`config.mk`:
```
export PLATFORM = sky130hd
export DESIGN_NAME = gfx_tagged_pipeline_flow
export DESIGN_NICKNAME = d
export VERILOG_FILES = /design/src/rtl/gfx_pkg.sv /design/src/rtl/gfx_flow_stage.sv /design/src/rtl/gfx_tagged_pipeline_flow.sv
export SDC_FILE = /design/constraint.sdc
export NUM_CORES = 1
export LEC_CHECK = 0
export ABC_AREA = 1
export BUFFER_PORTS_ARGS = -buffer_cell sky130_fd_sc_hd__buf_4
export CAP_MARGIN = 20
export CORE_UTILIZATION = 25
export DETAILED_ROUTE_END_ITERATION = 10
export GPL_ROUTABILITY_DRIVEN = 0
export GPL_TIMING_DRIVEN = 0
export SLEW_MARGIN = 20
export SYNTH_ARGS = -nofsm -noshare
export SYNTH_HDL_FRONTEND = slang
export SYNTH_SLANG_ARGS = --single-unit
```
`constraint.sdc`:
```
create_clock -name clk -period 1.8 [get_ports clk]
set_input_delay 0.36 -clock clk [delete_from_list [all_inputs] [get_ports clk]]
set_output_delay 0.36 -clock clk [all_outputs]
set_load 0.01 [all_outputs]
```
`src/rtl/gfx_pkg.sv`:
```
// gfx_pkg: shared flow tag type and datapath pipeline-depth constants for the gfx block.
// Depths derive from the build macros `FP_INV_STAGES and `FP_MUL_STAGES; defaults apply when
// the build does not set them. Blocks instantiating gfx_tagged_pipeline_flow take STAGES and
// TAP_STAGE from the *_DEPTH / *_TAP constants below.
`ifndef FP_INV_STAGES
`define FP_INV_STAGES 4
`endif
`ifndef FP_MUL_STAGES
`define FP_MUL_STAGES 3
`endif
package gfx_pkg;
    localparam int FLOW_TAG_W = 1;
    typedef logic [FLOW_TAG_W-1:0] flow_tag_t;
    localparam int FP_INV_DEPTH = `FP_INV_STAGES;
    localparam int FP_INV_TAP = FP_INV_DEPTH / 2;
    localparam int FP_MUL_DEPTH = `FP_MUL_STAGES;
    localparam int FP_MUL_TAP = FP_MUL_DEPTH / 2;
    // perspective divide = reciprocal followed by multiply; tap at the reciprocal result
    localparam int PERSP_DIV_DEPTH = FP_INV_DEPTH + FP_MUL_DEPTH;
    localparam int PERSP_DIV_TAP = FP_INV_DEPTH - 1;
endpackage

```
`src/rtl/gfx_flow_stage.sv`:
```
// gfx_flow_stage: one pipeline slot holding a valid bit and sideband tag.
// Ports: clk, rst_n (async, active-low); en loads the slot from src_valid/src_tag,
// otherwise it holds; valid/tag are the registered slot contents. An invalid slot
// always carries tag 0.
import gfx_pkg::*;

module gfx_flow_stage #(
    parameter int TAG_WIDTH = FLOW_TAG_W
) (
    input  logic                 clk,
    input  logic                 rst_n,
    input  logic                 en,
    input  logic                 src_valid,
    input  logic [TAG_WIDTH-1:0] src_tag,
    output logic                 valid,
    output logic [TAG_WIDTH-1:0] tag
);
    logic                 valid_q, valid_d;
    logic [TAG_WIDTH-1:0] tag_q, tag_d;

    always_comb begin
        valid_d = en ? src_valid : valid_q;
        tag_d   = en ? (src_valid ? src_tag : '0) : tag_q;
    end

    always_ff @(posedge clk or negedge rst_n) begin
        if (!rst_n) begin
            valid_q <= 1'b0;
            tag_q   <= '0;
        end else begin
            valid_q <= valid_d;
            tag_q   <= tag_d;
        end
    end

    assign valid = valid_q;
    assign tag   = tag_q;
endmodule

```
`src/rtl/gfx_tagged_pipeline_flow.sv`:
```
// gfx_tagged_pipeline_flow: valid/ready flow controller with per-slot tags for stall-able
// datapath pipelines. Drives the external datapath register enables (stage_en / stall).
// Ports: clk, rst_n (async, active-low); upstream in_valid/in_ready/in_tag; downstream
// out_valid/out_ready/out_tag; stage_en per slot, stall = ~stage_en[STAGES-1];
// tap_valid/tap_tag observe slot TAP_STAGE; occupancy counts valid slots.
// Build macro GFX_FLOW_BUBBLE_COLLAPSE_EN: per-slot enables that let bubbles be squeezed
// out behind a stalled output; undefined gives one lockstep global stall.
import gfx_pkg::*;

module gfx_tagged_pipeline_flow #(
    parameter int STAGES    = 4,
    parameter int TAG_WIDTH = FLOW_TAG_W,
    parameter int TAP_STAGE = 0
) (
    input  logic                         clk,
    input  logic                         rst_n,
    input  logic                         in_valid,
    output logic                         in_ready,
    input  logic [TAG_WIDTH-1:0]         in_tag,
    output logic                         out_valid,
    input  logic                         out_ready,
    output logic [TAG_WIDTH-1:0]         out_tag,
    output logic [STAGES-1:0]            stage_en,
    output logic                         stall,
    output logic                         tap_valid,
    output logic [TAG_WIDTH-1:0]         tap_tag,
    output logic [$clog2(STAGES+1)-1:0]  occupancy
);
    localparam int OW = $clog2(STAGES + 1);

    logic [STAGES-1:0]    valid;
    logic [TAG_WIDTH-1:0] tag [STAGES];
    logic [STAGES-1:0]    src_valid;
    logic [TAG_WIDTH-1:0] src_tag [STAGES];
    logic                 in_xfer, out_xfer;
    logic [OW-1:0]        occ_q, occ_d;

    always_comb begin
        src_valid[0] = in_valid;
        src_tag[0]   = in_tag;
        for (int i = 1; i < STAGES; i++) begin
            src_valid[i] = valid[i-1];
            src_tag[i]   = tag[i-1];
        end
    end

    for (genvar g = 0; g < STAGES; g++) begin : g_slot
        gfx_flow_stage #(.TAG_WIDTH(TAG_WIDTH)) u_stage (
            .clk       (clk),
            .rst_n     (rst_n),
            .en        (stage_en[g]),
            .src_valid (src_valid[g]),
            .src_tag   (src_tag[g]),
            .valid     (valid[g]),
            .tag       (tag[g])
        );
    end

`ifdef GFX_FLOW_BUBBLE_COLLAPSE_EN
    // A slot may advance if it is empty or everything downstream of it advances;
    // accumulated from the output end so no signal feeds back on itself.
    logic move;
    always_comb begin
        stage_en = '0;
        move     = out_ready;
        for (int i = STAGES - 1; i >= 0; i--) begin
            move        = move || !valid[i];
            stage_en[i] = move;
        end
    end
`else
    assign stage_en = {STAGES{!(valid[STAGES-1] && !out_ready)}};
`endif

    assign stall     = !stage_en[STAGES-1];
    assign in_ready  = stage_en[0];
    assign out_valid = valid[STAGES-1];
    assign out_tag   = tag[STAGES-1];
    assign tap_valid = valid[TAP_STAGE];
    assign tap_tag   = tag[TAP_STAGE];

    assign in_xfer  = in_valid && in_ready;
    assign out_xfer = valid[STAGES-1] && out_ready;

    always_comb occ_d = occ_q + OW'(in_xfer) - OW'(out_xfer);

    always_ff @(posedge clk or negedge rst_n) begin
        if (!rst_n) occ_q <= '0;
        else        occ_q <= occ_d;
    end

    assign occupancy = occ_q;
endmodule

```
## Word-level counts from Yosys, hierarchy flattened

Index checks and enable logic that the tools add are counted.

| word-level totals | value |
|---|---|
| flip-flop bits (word level) | 11 |
| input port bits | 5 |
| output and inout port bits | 13 |
| word-level logic and storage cells | 20 |

| cells by class | value |
|---|---|
| add/subtract/negate cells | 2 |
| mux-type cells | 4 |
| reductions and logical operators | 5 |

Operators by type and width:

| kind | number |
|---|---|
| 1-bit two-way mux | 4 |
| 3-bit by 1-bit adder with 3-bit output | 1 |
| 1-bit logical AND | 3 |
| 3-bit by 1-bit subtractor with 3-bit output | 1 |
| 1-bit logical NOT | 2 |

## Logic depth before layout (Yosys ltp)

| logic depth | value |
|---|---|
| depth after elaboration | 6 |
| gate-level depth with buffers | 11 |
| gate-level depth less buffers | 11 |

## Modules after synthesis

Synthesis repeated with hierarchy kept, for this count alone.

| second synthesis, totals | value |
|---|---|
| cells, all modules | 64 |
| area total of the unflattened synthesis | 534.3 um^2 |

Modules (own cells, without submodules):

| module | times used | cells an instance | area an instance (um^2) | seq. area each (um^2) |
|---|---|---|---|---|
| gfx_flow_stage | 4 | 9 | 77.6 | 50.0 |
| gfx_tagged_pipeline_flow | 1 | 28 | 224.0 | 75.1 |

## Least setup slack after synthesis

OpenSTA, ideal clock, no wires.

| timing path | value |
|---|---|
| path kind | flip-flop to flip-flop |
| from | reg g_slot[3].u_stage.valid_q |
| to | reg occ_q[2], in the netlist occupancy[2] |
| library setup time | 117 ps |
| arrival | 1646 ps |
| data required time | 1683 ps |
| slack | 37 ps |
| stages on the path, launching flop included | 10 |
| buffers on the path | 0 |
| clock period less this slack | 1763 ps |
| cell sequence | dfrtp_1 -> nand2_4 -> nand2_2 -> ha_1 -> inv_1 -> ha_1 -> inv_1 -> fa_1 -> nand3_1 -> nand2_1 |

| on the way | value |
|---|---|
| cells in the longest elaborated chain, start to end | 5 |
| elaborated cells on any way between the ends | 6 |
| those cells by class | add/sub: 2; reduce/logical: 4 |

Ends and longest elaborated chain:

| item | line | text |
|---|---|---|
| from (decl) | gfx_flow_stage.sv:18 | `logic valid_q, valid_d;` |
| from (signal assigned) | gfx_flow_stage.sv:31 | `valid_q <= valid_d;` |
| 1-bit logical AND | gfx_tagged_pipeline_flow.sv:72 | `assign stage_en = {STAGES{!(valid[STAGES-1] && !out_ready)}};` |
| 1-bit logical NOT | gfx_tagged_pipeline_flow.sv:72 |  |
| via in_ready | gfx_tagged_pipeline_flow.sv:18 | `output logic in_ready,` |
| 1-bit logical AND | gfx_tagged_pipeline_flow.sv:82 | `assign in_xfer = in_valid && in_ready;` |
| 3-bit by 1-bit adder with 3-bit output | gfx_tagged_pipeline_flow.sv:85 | `always_comb occ_d = occ_q + OW'(in_xfer) - OW'(out_xfer);` |
| 3-bit by 1-bit subtractor with 3-bit output | gfx_tagged_pipeline_flow.sv:85 |  |
| via occ_d[2] | gfx_tagged_pipeline_flow.sv:36 | `logic [OW-1:0] occ_q, occ_d;` |
| to (signal assigned) | gfx_tagged_pipeline_flow.sv:88 | `if (!rst_n) occ_q <= '0;` |
| to (signal assigned) | gfx_tagged_pipeline_flow.sv:89 | `else occ_q <= occ_d;` |
| to (decl) | gfx_tagged_pipeline_flow.sv:36 |  |

The timed path passes the listed nets, and every way through them passes these cells.
A chain may end at the register's enable or synchronous reset.

## Worst setup path in the final report

| timing path | value |
|---|---|
| from | reg g_slot[3].u_stage.valid_q |
| to | reg occ_q[2], in the netlist occupancy[2] |

| on the way | value |
|---|---|
| cells in the longest elaborated chain, start to end | 5 |
| elaborated cells on any way between the ends | 6 |
| those cells by class | add/sub: 2; reduce/logical: 4 |

Ends and longest elaborated chain:

| item | line |
|---|---|
| 1-bit logical AND | gfx_tagged_pipeline_flow.sv:72 |
| 1-bit logical NOT | gfx_tagged_pipeline_flow.sv:72 |
| 1-bit logical AND | gfx_tagged_pipeline_flow.sv:82 |
| 3-bit by 1-bit adder with 3-bit output | gfx_tagged_pipeline_flow.sv:85 |
| 3-bit by 1-bit subtractor with 3-bit output (*) | gfx_tagged_pipeline_flow.sv:85 |
| via occ_d[2] | gfx_tagged_pipeline_flow.sv:36 |

Mark *: on every way through the listed nets, which the timed path passes. The rest lies on a longest branch.

==> summary.md <==
| Metric | Value |
|---|---|
| Status | finished clean |
| Htree depth | 1 |
| Post-Synth Adder-Cell Area | 8.59% |
| Die area | between 2000 and 2500 um2 |
| Grt total ovfl | 0 |
| CTS Sinks | 11 |
| DIE WIDTH | around 48 um |
| DRC | 0 |
| Post-synthesis cell count | 57 |
| WL met3 | 57 um |
| Worst-path cell chain | nand2_1, inv_1, ha_1, inv_1, ha_1, inv_1, fa_1, nand3_1, nand2_1 |
| Max-Cap Viols | 0 |
| Commonest cells post-synth | nand2_1, dfrtp_1, inv_1 |
| Synthesized cell area | 524 um2 |
| Initial antenna violation count | 0 |
| Switch share | 37.3% |
| Yosys top cell by area | dfrtp_1 |
| Fin area | 731 um2 |
| Via/cell ratio | 3.86 |
| Worst-Margin Slew | 0.167 ns |
| Leak Pwr | about 0.41 nW |
| CP Data Required Time | 1.96 ns |
| WL/cell | 8.87 um |
| Critical path launch point type | flip-flop |
| Post-layout min period | between 1.5 and 2 ns |
| RSZ-0062 raised after global routing | false |
| Most common cell in the synthesized netlist | nand2_1 |
| Top sig layer | met4 |
| Core area | 1960 um2 |
| Psw | 0.406 mW |
| Routed wl met2 | roughly 400 um |
| Hold path cells | 3 |
| P&R area growth vs syn | 39.4% |
| CP Max Fanout | 4 |
| Port Buf Inserts | 17 |
| DP Worst Slack | -0.0882 ns |
| Arrival time worst endpoint | ~1.9 ns |
| Slew Limit Fails | 0 |
| Layout cell share with drive strength beyond 1 | about 38% |
| Async SR Flop Fraction | 100% |
| Number of global-route vias before repair | roughly 360 |
| Post-Place Cell Area | 686 um2 |
| Top FF cell, synth | dfrtp_1 |
| Max Fclk | about 0.59 GHz |
| DR vias | 413 |
| Largest net degree at the start of global routing | 14 |
| FP Rows | 16 |
| P per Cell Area | roughly 1500 nW/um2 |
| Starting Density | between 20% and 30% |
| Crit path largest cell delay | 0.44 ns |
| Comb pwr share | between 40% and 50% |
| Worst Hold Class | in2reg |
| IO Count | 18 |
| CTS tree | built |
| # setup viols final | 0 |
| First-pass GRT wire length | around 1.5 mm |
| Die Y | 47.8 um |
| Hold Vio Cnt, Final | 0 |
| Clock Skews | 0.00349 ns |
| Most frequent cell on the critical path | inv_1 |
| DR pass1 iterations | 2 |
| Syn_nets | 65 |
| #FFs+latches synth | 11 |
| Antenna Cells | 0 |
| Gr usage total | 10.5% |
| Sequential share of the synthesized area | 52.5% |
| Reg2Reg Depth | 9 |
| Mux cell area share after synthesis | 0% |
| # fillers | 213 |
| Fin crit share | 94.7% |
| Worst IR Drop VDD | between 500 and 600 uV |
| Cell Int Power | 0.683 mW |
| Clock power frac | between 10% and 20% |
| HPWL after DPL | ~720 um |
| WL met1 | 441 um |
| TritonCTS Buffers | 3 |
| Final core occ | 37.2% |
| CTS clock-pin slew for the worst setup and hold paths | 0.07 ns |
| Drt initial violations | 3 |
| Crit path capture type | flip-flop |
| Worst Setup Path Type | reg2reg |
| Post-synthesis compound-gate area fraction | 2.86% |
| Clk Latency, worst-skew pair | 0.26 ns |
| Final WS setup | 0.0953 ns |
| Synth cell types | 12 |
| Synth Area in Simple Gates | 22.4% |
| Post-synthesis xor/xnor area fraction | 0% |
| Largest family of logic cells by synthesized area | simple AND/OR/NAND/NOR gates |
| Mean Syn Cell Area | 9.20 um2 |
| Total Routed Length | 949 um |
| EDFF count, synth | 0 |
| Area fraction of the dominant cell type after synthesis | 52.5% |
| Slew headroom | 88.8% |
| Nets | 89 |
| CP max stage cell | dfrtp_2 |
| Yosys warning count | 0 |
| Synth area leaders | dfrtp_1, nand2_1, inv_1, buf_4, ha_1 |
| CTS max path bufs | 2 |
| Sequential power share | 38.4% |
| Root Buffer Master | clkbuf_4 |
| Antenna-violating nets left | 0 |
cell type report:
type	count	area (um2)	share of cell area [%]
sequential	11	277	37.8
multi-input combinational	31	178	24.3
timing repair buffer	19	145	19.9
inverter	11	41.3	5.65
tap	27	33.8	4.62
buffer	4	30.0	4.11
clock buffer	4	26.3	3.60
power groups by stage:
stage,Clock [mW],Sequential (mW),Combinational [mW]
after floorplan,0,0.440,0.265
after global placement,0,0.417,0.486
after detailed placement,0,0.423,0.499
after CTS,0.170,0.417,0.519
after global routing,0.186,0.435,0.578
final,0.162,0.418,0.509
critical path, delay by kind of cell, from the launching register on:
family / cells / cell delay [ns]
flops: 1 / 0.44
simple gates: 3 / 0.22
buf+inv: 3 / 0.15
fa+ha+maj: 3 / 0.80
per-layer routing:
metal | track usage (%) | vias up
li1 | - | 213
met1 | 12.7 | 181
met2 | 14.6 | 15
met3 | 3.40 | 4
met4 | 10.0 | 0
met5 | 0 | -
cell usage in the layout (no fill, tap or decap):
cell type,instances
buf_4,22
nand2_1,17
inv_1,10
dfrtp_1,10
nand3_1,5
o21ai_0,3
clkbuf_4,3
ha_1,2
nand2_4,1
nand2_2,1
inv_2,1
nor2_4,1
fa_1,1
clkbuf_1,1
dfrtp_2,1
dlygate4sd3_1,1
cell families (layout without fill, tap and decap cells):
kind of cell               Yosys count  in the layout
and+or+nand+nor                     25             25
adders and majority gates            3              3
AOI/OAI and AO/OA                    3              3
buffers and inverters               15             38
DFF                                 11             11
what timing repair did:
item / CTS / global route
setup endpoints to repair: 2 / 1
resized for setup: 0 / 1
pin swaps: 1 / 0
buffers inserted: 1 / 0
gates cloned: 0 / 0
endpoints found under the hold margin: 11 / 0
hold buffers: 1 / 0
worst paths after layout:
| kind | from | to | slack (ns) |
|---|---|---|---|
| min reg2reg | g_slot[3].u_stage.tag$_DFFE_PN0N_ | g_slot[3].u_stage.tag$_DFFE_PN0N_ | 0.48 |
| max reg2reg | g_slot[3].u_stage.valid$_DFFE_PN0N_ | occupancy[2]$_DFF_PN0_ | 0.1 |
| min | in_tag | g_slot[0].u_stage.tag$_DFFE_PN0N_ | 0.33 |
| max in group asynchronous | rst_n | g_slot[3].u_stage.valid$_DFFE_PN0N_ | 1.18 |
| max | g_slot[3].u_stage.valid$_DFFE_PN0N_ | occupancy[2]$_DFF_PN0_ | 0.1 |
| min in group asynchronous | rst_n | occupancy[0]$_DFF_PN0_ | 0.46 |
state kept, by name, summed over array words and instances, names as in the netlist:
register and count:
g_slot.u_stage.tag 4, g_slot.u_stage.valid 4, occupancy 3
per-stage QoR:
step                instances  power [mW]  hold WS, ns  setup TNS [ns]
floorplan                  57       0.705       0.0644               0
global placement          101       0.903        0.201          -0.100
detailed placement        101       0.922        0.202          -0.151
CTS                       107        1.11        0.322               0
global route              107        1.20        0.324               0
finish                    107        1.09        0.329               0
(Power assumes the default switching activity.)
